$ cat src/rtl/seletor_writeback_if.sv
// Write-back stage bus: upstream beat (select inputs + handshake) and register-file side.
// Forwarding signals exist only when SELETOR_WRITEBACK_FORWARD_EN is defined.
interface seletor_writeback_if #(
    parameter int unsigned DATA_WIDTH     = 32,
    parameter int unsigned ADDR_WIDTH     = 13,
    parameter int unsigned REG_ADDR_WIDTH = 5
);
    logic                      in_valid;
    logic                      in_ready;
    logic [ADDR_WIDTH-1:0]     proximo_pc;
    logic [DATA_WIDTH-1:0]     escolhido_mem_to_reg;
    logic [DATA_WIDTH-1:0]     imediato;
    logic [DATA_WIDTH-1:0]     entrada_io;
    logic                      jalr;
    logic                      jump_al;
    logic                      lui;
    logic                      in_io;
    logic [REG_ADDR_WIDTH-1:0] reg_destino;
    logic                      reg_write;

    logic                      out_valid;
    logic                      out_ready;
    logic [DATA_WIDTH-1:0]     wb_dado;
    logic [REG_ADDR_WIDTH-1:0] wb_reg;
    logic                      wb_write;

`ifdef SELETOR_WRITEBACK_FORWARD_EN
    logic                      fwd_valid;
    logic [REG_ADDR_WIDTH-1:0] fwd_reg;
    logic [DATA_WIDTH-1:0]     fwd_dado;
`endif

    // Stage side
    modport slave (
        input  in_valid, proximo_pc, escolhido_mem_to_reg, imediato, entrada_io,
        input  jalr, jump_al, lui, in_io, reg_destino, reg_write, out_ready,
        output in_ready, out_valid, wb_dado, wb_reg, wb_write
`ifdef SELETOR_WRITEBACK_FORWARD_EN
        , output fwd_valid, fwd_reg, fwd_dado
`endif
    );

    // Driver / observer side
    modport master (
        output in_valid, proximo_pc, escolhido_mem_to_reg, imediato, entrada_io,
        output jalr, jump_al, lui, in_io, reg_destino, reg_write, out_ready,
        input  in_ready, out_valid, wb_dado, wb_reg, wb_write
`ifdef SELETOR_WRITEBACK_FORWARD_EN
        , input fwd_valid, fwd_reg, fwd_dado
`endif
    );
endinterface

$ cat src/rtl/seletor_writeback.sv
// Write-back data selector with a two-entry (output + skid) elastic buffer.
// Optional macro SELETOR_WRITEBACK_FORWARD_EN adds last-retired-write forwarding outputs.
module seletor_writeback #(
    parameter int unsigned DATA_WIDTH     = 32,
    parameter int unsigned ADDR_WIDTH     = 13,   // must not exceed DATA_WIDTH
    parameter int unsigned REG_ADDR_WIDTH = 5
) (
    input  logic                clock,
    input  logic                reset,
    seletor_writeback_if.slave  bus
);
    typedef struct packed {
        logic [DATA_WIDTH-1:0]     dado;
        logic [REG_ADDR_WIDTH-1:0] wreg;
        logic                      write;
    } entry_t;

    entry_t in_entry;
    entry_t out_q,  out_d;
    entry_t skid_q, skid_d;
    logic   out_valid_q,  out_valid_d;
    logic   skid_valid_q, skid_valid_d;
    logic   in_ready_q,   in_ready_d;
    logic   accept;
    logic   out_load;

    // Priority select of the write data; link value wins over IO, IO over LUI.
    always_comb begin : select_data
        in_entry.dado = bus.escolhido_mem_to_reg;
        if (bus.jalr || bus.jump_al) begin
            in_entry.dado = DATA_WIDTH'(bus.proximo_pc);
        end else if (bus.in_io) begin
            in_entry.dado = bus.entrada_io;
        end else if (bus.lui) begin
            in_entry.dado = bus.imediato;
        end
        in_entry.wreg  = bus.reg_destino;
        in_entry.write = bus.reg_write && (bus.reg_destino != '0);
    end

    assign accept   = bus.in_valid && in_ready_q;
    assign out_load = !out_valid_q || bus.out_ready;

    // Skid is full only while in_ready is low, so it never collides with an accept.
    always_comb begin : next_state
        out_d        = out_q;
        out_valid_d  = out_valid_q;
        skid_d       = skid_q;
        skid_valid_d = skid_valid_q;
        if (out_load) begin
            if (skid_valid_q) begin
                out_d        = skid_q;
                out_valid_d  = 1'b1;
                skid_valid_d = 1'b0;
            end else if (accept) begin
                out_d       = in_entry;
                out_valid_d = 1'b1;
            end else begin
                out_valid_d = 1'b0;
                out_d.write = 1'b0;
            end
        end else if (accept) begin
            skid_d       = in_entry;
            skid_valid_d = 1'b1;
        end
        in_ready_d = !skid_valid_d;
    end

    always_ff @(posedge clock) begin : state_reg
        if (reset) begin
            out_q        <= '0;
            skid_q       <= '0;
            out_valid_q  <= 1'b0;
            skid_valid_q <= 1'b0;
            in_ready_q   <= 1'b1;
        end else begin
            out_q        <= out_d;
            skid_q       <= skid_d;
            out_valid_q  <= out_valid_d;
            skid_valid_q <= skid_valid_d;
            in_ready_q   <= in_ready_d;
        end
    end

    assign bus.in_ready  = in_ready_q;
    assign bus.out_valid = out_valid_q;
    assign bus.wb_dado   = out_q.dado;
    assign bus.wb_reg    = out_q.wreg;
    assign bus.wb_write  = out_q.write;

`ifdef SELETOR_WRITEBACK_FORWARD_EN
    logic                      fwd_valid_q;
    logic [REG_ADDR_WIDTH-1:0] fwd_reg_q;
    logic [DATA_WIDTH-1:0]     fwd_dado_q;

    // Capture the most recent retired register-file write.
    always_ff @(posedge clock) begin : fwd_reg_p
        if (reset) begin
            fwd_valid_q <= 1'b0;
            fwd_reg_q   <= '0;
            fwd_dado_q  <= '0;
        end else if (out_valid_q && bus.out_ready && out_q.write) begin
            fwd_valid_q <= 1'b1;
            fwd_reg_q   <= out_q.wreg;
            fwd_dado_q  <= out_q.dado;
        end
    end

    assign bus.fwd_valid = fwd_valid_q;
    assign bus.fwd_reg   = fwd_reg_q;
    assign bus.fwd_dado  = fwd_dado_q;
`endif
endmodule

$ cat src/flat_wrapper.sv
// flat-port wrapper written by rule: the top's interface ports become plain ports
module seletor_writeback_flat 
#(
    parameter int unsigned DATA_WIDTH     = 32,
    parameter int unsigned ADDR_WIDTH     = 13,                                
    parameter int unsigned REG_ADDR_WIDTH = 5
)
  (clock, reset, bus_in_valid, bus_proximo_pc, bus_escolhido_mem_to_reg, bus_imediato, bus_entrada_io, bus_jalr, bus_jump_al, bus_lui, bus_in_io, bus_reg_destino, bus_reg_write, bus_out_ready, bus_in_ready, bus_out_valid, bus_wb_dado, bus_wb_reg, bus_wb_write);
  seletor_writeback_if #(.DATA_WIDTH(DATA_WIDTH), .ADDR_WIDTH(ADDR_WIDTH), .REG_ADDR_WIDTH(REG_ADDR_WIDTH)) bus_i ();
  input  logic clock;
  input  logic reset;
  input wire logic [$bits(bus_i.in_valid)-1:0] bus_in_valid;
  input wire logic [$bits(bus_i.proximo_pc)-1:0] bus_proximo_pc;
  input wire logic [$bits(bus_i.escolhido_mem_to_reg)-1:0] bus_escolhido_mem_to_reg;
  input wire logic [$bits(bus_i.imediato)-1:0] bus_imediato;
  input wire logic [$bits(bus_i.entrada_io)-1:0] bus_entrada_io;
  input wire logic [$bits(bus_i.jalr)-1:0] bus_jalr;
  input wire logic [$bits(bus_i.jump_al)-1:0] bus_jump_al;
  input wire logic [$bits(bus_i.lui)-1:0] bus_lui;
  input wire logic [$bits(bus_i.in_io)-1:0] bus_in_io;
  input wire logic [$bits(bus_i.reg_destino)-1:0] bus_reg_destino;
  input wire logic [$bits(bus_i.reg_write)-1:0] bus_reg_write;
  input wire logic [$bits(bus_i.out_ready)-1:0] bus_out_ready;
  output wire logic [$bits(bus_i.in_ready)-1:0] bus_in_ready;
  output wire logic [$bits(bus_i.out_valid)-1:0] bus_out_valid;
  output wire logic [$bits(bus_i.wb_dado)-1:0] bus_wb_dado;
  output wire logic [$bits(bus_i.wb_reg)-1:0] bus_wb_reg;
  output wire logic [$bits(bus_i.wb_write)-1:0] bus_wb_write;
  assign bus_i.in_valid = bus_in_valid;
  assign bus_i.proximo_pc = bus_proximo_pc;
  assign bus_i.escolhido_mem_to_reg = bus_escolhido_mem_to_reg;
  assign bus_i.imediato = bus_imediato;
  assign bus_i.entrada_io = bus_entrada_io;
  assign bus_i.jalr = bus_jalr;
  assign bus_i.jump_al = bus_jump_al;
  assign bus_i.lui = bus_lui;
  assign bus_i.in_io = bus_in_io;
  assign bus_i.reg_destino = bus_reg_destino;
  assign bus_i.reg_write = bus_reg_write;
  assign bus_i.out_ready = bus_out_ready;
  assign bus_in_ready = bus_i.in_ready;
  assign bus_out_valid = bus_i.out_valid;
  assign bus_wb_dado = bus_i.wb_dado;
  assign bus_wb_reg = bus_i.wb_reg;
  assign bus_wb_write = bus_i.wb_write;
  seletor_writeback #(.DATA_WIDTH(DATA_WIDTH), .ADDR_WIDTH(ADDR_WIDTH), .REG_ADDR_WIDTH(REG_ADDR_WIDTH)) u_core (.clock(clock), .reset(reset), .bus(bus_i));
endmodule
$ cat config.mk
export PLATFORM = sky130hd
export DESIGN_NAME = seletor_writeback_flat
export DESIGN_NICKNAME = d
export VERILOG_FILES = /design/src/rtl/seletor_writeback_if.sv /design/src/rtl/seletor_writeback.sv /design/src/flat_wrapper.sv
export SDC_FILE = /design/constraint.sdc
export NUM_CORES = 1
export LEC_CHECK = 0
export CAP_MARGIN = 20
export CORE_MARGIN = 2
export CORE_UTILIZATION = 41
export DETAILED_ROUTE_END_ITERATION = 12
export PLACE_DENSITY_LB_ADDON = 0.3
export SLEW_MARGIN = 20
export SYNTH_ARGS = -nofsm -noshare
export SYNTH_HDL_FRONTEND = slang
export SYNTH_SLANG_ARGS = --single-unit
export TNS_END_PERCENT = 50
$ cat constraint.sdc
create_clock -name clock -period 1.4 [get_ports clock]
set_input_delay 0.21 -clock clock [delete_from_list [all_inputs] [get_ports clock]]
set_output_delay 0.21 -clock clock [all_outputs]
set_load 0.01 [all_outputs]
==> flow_summary.yaml, run 1 <==
timing:
  final-hold-violation-count: 0
  worstMarginPinSlew_ns: 0.352
  grt_setup_unrepaired: "no"
  fmax_ghz: 0.761
  fin_setup_tns_ns: 0
  setup_violations: 0
  report.final.slew_viol_count: 0
  min_period_over_period_pct: 93.8
  worst_slack_ns: 0.0867
  fin_crit_ns: 1.31
  fin_skew_ns: 0.0166
  slew_headroom_pct: 76.5
clocking:
  postCtsHoldBufs: 0
  cts_root_buf: "clkbuf_8"
  cts_tree: "built"
  cts.sinks: 79
  insertion_delay_ns: 0.36
  ctsHtreeMaxLevel: 3
  cts_made_buffers: 9
  clk_pin_slew_ns: 0.09
  clockBufferDepth: 2
cells_and_area:
  finalNetCount: 746
  drive_above_1_share_pct: 19.9
  antennaDiodeCount: 0
  largest_register_ffs: 38
  multi_input_area_um2: 2610
  nFillCells: 935
  seqCellArea_um2: 1580
  fin_area_um2: 6560
  utilization_pct: 60.8
  syn_to_final_growth_pct: 45.9
worst_setup_path:
  cp-endpoint: "bus_in_ready"
  cp_cell_sequence: "buf_4 -> dlygate4sd2_1"
  reg2reg_depth: 4
  crit_family: "buffers and inverters"
  r2r-end: "u_core.bus.wb_dado[1]"
  crit_path_top_delay_cell: "dfxtp_1"
  path_max_fanout: 5
  worst-endpoint-required_ns: 1.19
  crit_arrival_ns: 1.10
  worstSetupEndpointType: "output pin"
  crit_type: "reg -> out"
  start_kind: "register"
  reg2reg_slack_ns: 0.10
  r2r_start: "u_core.skid_valid_q"
  path_buf_inv: 2
  path_depth: 2
  max_stage_delay_ns: 0.35
  worstSetupStartpoint: "u_core.bus.in_ready"
floorplanning:
  die_h_um: 109
  die-width_um: 109
  start_util_pct: 41.7
  io_pins: 163
  dieArea_um2: 11800
  coreArea_um2: 10800
  core.rowCount: 38
yosys:
  yosys_warnings: 0
  ys_seq_area_share_pct: 35.2
  syn_avg_cell_area_um2: 9.67
  synth_nets: 588
  yosysUniqueCellTypes: 40
  syn_area_um2: 4500
  netlist_instances: 465
  ys_ff_latch: 79
grt:
  grt_pass1_wl_um: 20900
  antenna_found_initial: 0
  gr-total-overflow: 0
  grt_pass1_vias: 4206
  grt_util_all_layers_pct: 22.3
  grt_start_max_net_pins: 57
worst_hold_path:
  hp-class: "in -> reg"
  hold_depth: 3
route:
  drt-total-wl_um: 13200
  antenna_left: 0
  vias: 4449
  routedWlPerCell_um: 17.2
  drt-pass1-iter-count: 4
  drc: 0
  drt-initial-drc-count: 166
  viasPerCell: 5.79
placed_design:
  place_area_um2: 6370
  dp_slack_ns: -0.663
  numPortBuffers: 162
  gp_congestion: 0.773
  dp_hpwl_um: 9380
pwr:
  power_density_nw_per_um2: 819
  vdd_drop_max_mv: 0.386
  total_power_mw: 5.38
  cellLeakagePower_nw: 2.39
flow_run:
  drv_cap: 0
run_status:
  status: "finished clean"
-- Yosys cell counts --
| cell | n | area share [%] |
|---|---|---|
| mux2_2 | 21 | 5.3 |
| or2b_1 | 1 | 0.17 |
| clkbuf_2 | 2 | 0.22 |
| mux2_4 | 11 | 3.7 |
| a211oi_1 | 19 | 3.2 |
| and4bb_1 | 9 | 2.5 |
| clkbuf_1 | 18 | 1.5 |
| a21oi_1 | 52 | 5.8 |
| and4b_1 | 2 | 0.45 |
| nor3_4 | 1 | 0.36 |
| o211ai_1 | 1 | 0.17 |
| o221ai_1 | 2 | 0.39 |
| a21o_1 | 1 | 0.17 |
| dfxtp_1 | 79 | 35 |
| o221ai_2 | 11 | 3.7 |
| buf_2 | 22 | 2.4 |
| or3_1 | 2 | 0.28 |
| o21ai_1 | 1 | 0.11 |
| or2_4 | 1 | 0.19 |
| o2111ai_1 | 38 | 7.4 |
| nor2_2 | 1 | 0.14 |
| buf_1 | 1 | 0.083 |
| mux2i_1 | 5 | 1.1 |
| inv_1 | 2 | 0.17 |
| nor2_1 | 15 | 1.3 |
| buf_6 | 4 | 1.0 |
| and4bb_2 | 4 | 1.1 |
| a221oi_4 | 1 | 0.58 |
| nand3b_1 | 1 | 0.17 |
| nand4b_1 | 14 | 2.7 |
| buf_12 | 1 | 0.45 |
| nand2b_1 | 32 | 4.5 |
| nor2b_1 | 1 | 0.14 |
| buf_4 | 8 | 1.3 |
| or4_1 | 1 | 0.17 |
| o21ai_0 | 19 | 2.1 |
| a221oi_2 | 10 | 3.3 |
| a311oi_1 | 19 | 3.7 |
| a221oi_1 | 2 | 0.39 |
| nand2_1 | 30 | 2.5 |
-- metal layers --
layer  vias to the layer above  share of wire (%)  track usage [%]
li1                       2145                  -                -
met3                        31                5.0             4.30
met4                         0                2.8             8.97
met2                       148                 51             39.0
met1                      2125                 41             26.9
met5                         -                  0                0
-- what timing repair did --
| item | in CTS | in global routing |
|---|---|---|
| endpoints found under the setup margin | 82 | 13 |
| gates resized for setup | 44 | 1 |
| pin swaps | 2 | 0 |
| hold endpoints to repair | 0 | 0 |
| setup buffers | 4 | 0 |
-- where the power goes --
group	switching (mW)	internal, mW	total, mW	leakage [nW]
clock network	0.871	0.705	1.58	0.0861
registers	0.0641	2.36	2.43	0.646
logic	0.597	0.777	1.37	1.66
total	1.53	3.85	5.38	2.39
-- tightest hold or removal path, cell delays in order --
cell and delay, ns:
buf_2 0.14, buf_12 0.18, a21oi_1 0.13
-- worst min-delay path by stage --
| stage | startpoint | to |
|---|---|---|
| 3_3_place_gp | u_core.skid_q[27] | u_core.skid_q[27] |
| 4_1_cts | reset | u_core.skid_q[21] |
| 5_1_grt | reset | u_core.skid_q[35] |
| 6_report | reset | u_core.skid_q[21] |
| 2_1_floorplan | bus_reg_destino[0] | u_core.skid_q[1] |
| 3_5_place_dp | u_core.skid_q[21] | u_core.skid_q[21] |
-- placed cells by master, fill, tap and decap left out, types with 11 or more instances in the layout --
master,count
a21oi_1,52
a211oi_1,19
clkdlybuf4s50_1,117
o21ai_0,19
buf_12,11
nor2_1,14
mux2_2,21
mux2_4,11
dlygate4sd2_1,42
nand2b_1,31
a311oi_1,19
a221oi_2,11
o2111ai_1,38
dfxtp_1,79
nand2_1,30
buf_4,29
o221ai_2,11
nand4b_1,14
-- metrics by stage --
stage	instances	hold WS [ns]
floorplan	465	0.346
global placement	748	0.434
detailed placement	748	0.441
CTS	768	0.335
global route	768	0.358
finish	768	0.360
-- final cells by class --
class | instances | share of cell area (%)
multi-input combinational | 328 | 39.8
clock buffer | 11 | 2.15
sequential | 79 | 24.1
clock inverter | 5 | 0.629
timing repair buffer | 203 | 30.5
tap | 140 | 2.67
inverter | 2 | 0.114
-- cell families (layout without fill, tap and decap cells) --
logic type,Yosys count,in the layout,synth area share [%]
AO/OA/AOI/OAI,176,176,31.0
AND/OR/NAND/NOR,115,115,16.6
flip-flops,79,79,35.2
buffers and inverters,58,221,7.20
multiplexers,37,37,10.0
Power figures use the tool's default switching activity.
==> run 2: changes to the inputs <==
--- a/config.mk
+++ b/config.mk
@@ -8,6 +8,7 @@
 export CAP_MARGIN = 20
 export CORE_MARGIN = 2
 export CORE_UTILIZATION = 41
+export CTS_BUF_LIST = sky130_fd_sc_hd__clkbuf_4 sky130_fd_sc_hd__clkbuf_8 sky130_fd_sc_hd__clkbuf_16
 export DETAILED_ROUTE_END_ITERATION = 12
 export PLACE_DENSITY_LB_ADDON = 0.3
 export SLEW_MARGIN = 20
==> flow_summary.yaml, run 2 (synthesis gave the netlist of run 1 again) <==
floorplanning:
  core.rowCount: 38
  die_h_um: 109
  die-width_um: 109
  start_util_pct: 41.7
  coreArea_um2: 10800
  io_pins: 163
  dieArea_um2: 11800
timing:
  min_period_over_period_pct: 93.9
  final-hold-violation-count: 0
  slew_headroom_pct: 76.3
  fin_crit_ns: 1.31
  worst_slack_ns: 0.0851
  report.final.slew_viol_count: 0
  fin_skew_ns: 0.0174
  fmax_ghz: 0.761
  grt_setup_unrepaired: "no"
  fin_worst_hold_slack_ns: 0.349
  setup_violations: 0
  worstMarginPinSlew_ns: 0.355
  fin_setup_tns_ns: 0
clocking:
  cts.sinks: 79
  clk_pin_slew_ns: 0.09
  cts_tree: "built"
  cts_made_buffers: 9
  clockBufferDepth: 2
  cts_root_buf: "clkbuf_8"
  ctsHtreeMaxLevel: 3
  insertion_delay_ns: 0.36
grt:
  grt_pass1_wl_um: 20900
  busiest_layer: "met2"
  grt_util_all_layers_pct: 22.4
  gr-total-overflow: 0
  use_met1_pct: 27.0
  use_met2_pct: 39.0
  antenna_found_initial: 0
  grt_pass1_vias: 4202
  grt_start_max_net_pins: 57
  grt_use_met3_pct: 4.30
route:
  vias: 4410
  drt-initial-drc-count: 184
  antenna_left: 0
  viasPerCell: 5.74
  drt-pass1-iter-count: 4
  drt-total-wl_um: 13200
  routedWlPerCell_um: 17.2
  drc: 0
worst_setup_path:
  worst-endpoint-required_ns: 1.19
  cp_cell_sequence: "buf_4 -> dlygate4sd2_1"
  max_stage_delay_ns: 0.35
  reg2reg_depth: 4
  worstSetupEndpointType: "output pin"
  crit_family: "buffers and inverters"
  path_max_fanout: 5
  start_kind: "register"
  crit_arrival_ns: 1.10
  r2r-end: "u_core.bus.wb_dado[1]"
  path_buf_inv: 2
  reg2reg_slack_ns: 0.10
  worstSetupStartpoint: "u_core.bus.in_ready"
  r2r_start: "u_core.skid_valid_q"
  crit_path_top_delay_cell: "dfxtp_1"
  crit_type: "reg -> out"
cells_and_area:
  fin_cells: 768
  final_cell_mix: "117 x clkdlybuf4s50_1, 79 x dfxtp_1, 52 x a21oi_1"
  finalNetCount: 746
  fin_area_um2: 6570
  largest_register_ffs: 38
  syn_to_final_growth_pct: 46.0
  drive_above_1_share_pct: 20.1
  layout_commonest_cell: "clkdlybuf4s50_1"
  antennaDiodeCount: 0
placed_design:
  dp_slack_ns: -0.663
  placed_cells: 748
  gp_congestion: 0.773
  dp_hpwl_um: 9380
  place_area_um2: 6370
  numPortBuffers: 162
pwr:
  power_density_nw_per_um2: 823
  cellLeakagePower_nw: 2.39
  vdd_drop_max_mv: 0.386
run_status:
  status: "finished clean"
worst_hold_path:
  hp-class: "in -> reg"
  hold_depth: 3
  min_from: "reset"
  hold_end: "u_core.skid_q[19]"
flow_run:
  drv_cap: 0
[run 2: repair_timing]
| item | CTS | global route |
|---|---|---|
| hold buffers | 0 | 0 |
| setup endpoints to repair | 82 | 14 |
| setup buffers | 4 | 0 |
| resized for setup | 44 | 1 |
| pin swaps | 2 | 0 |
[run 2: how the worst max path moves through the flow]
stage	depth (start not counted)	to	slack, ns
after floorplan	4	u_core.bus.wb_dado[10]	0.06
after global placement	4	u_core.skid_q[6]	-0.58
final	2	bus_in_ready	0.09
after global routing	4	u_core.bus.wb_dado[1]	0.01
after CTS	5	u_core.bus.wb_dado[19]	0.02
after detailed placement	4	u_core.skid_q[6]	-0.66
[run 2: stage by stage]
stage                     utilization (%)  total power, mW
after global routing                 60.8             5.67
final                                60.8             5.40
after floorplan                         -             3.16
after CTS                            60.8             5.44
after global placement               59.0             3.87
after detailed placement             59.0             3.90
[run 2: cell type report]
type	count	area, um^2
inverters	2	7.51
clock buffers	11	145
repair buffers	203	2000
flip-flops and latches	79	1580
multi-input cells	328	2610
clock inverters	5	41.3
fillers	938	4230
well taps	140	175
[run 2: where the power goes]
part	leakage (nW)	switching, mW	internal [mW]	total, mW
Combinational	1.66	0.596	0.777	1.37
Clock	0.0896	0.876	0.725	1.60
Sequential	0.646	0.0640	2.36	2.43
[run 2: worst reg2reg max path: cells and delay by family, from the launching register on]
| family | cells | cell delay (ns) |
|---|---|---|
| and+or+nand+nor | 2 | 0.53 |
| DFF | 1 | 0.34 |
| AOI/OAI and AO/OA | 1 | 0.18 |
| buffers and inverters | 1 | 0.17 |
[run 2: per-layer routing]
| layer | wire length (um) | share of wire (%) | vias to the layer above |
|---|---|---|---|
| met2 | 6830 | 52 | 138 |
| li1 | - | - | 2141 |
| met4 | 297 | 2.2 | 0 |
| met3 | 625 | 4.7 | 20 |
| met5 | 0 | 0 | - |
| met1 | 5500 | 41 | 2111 |
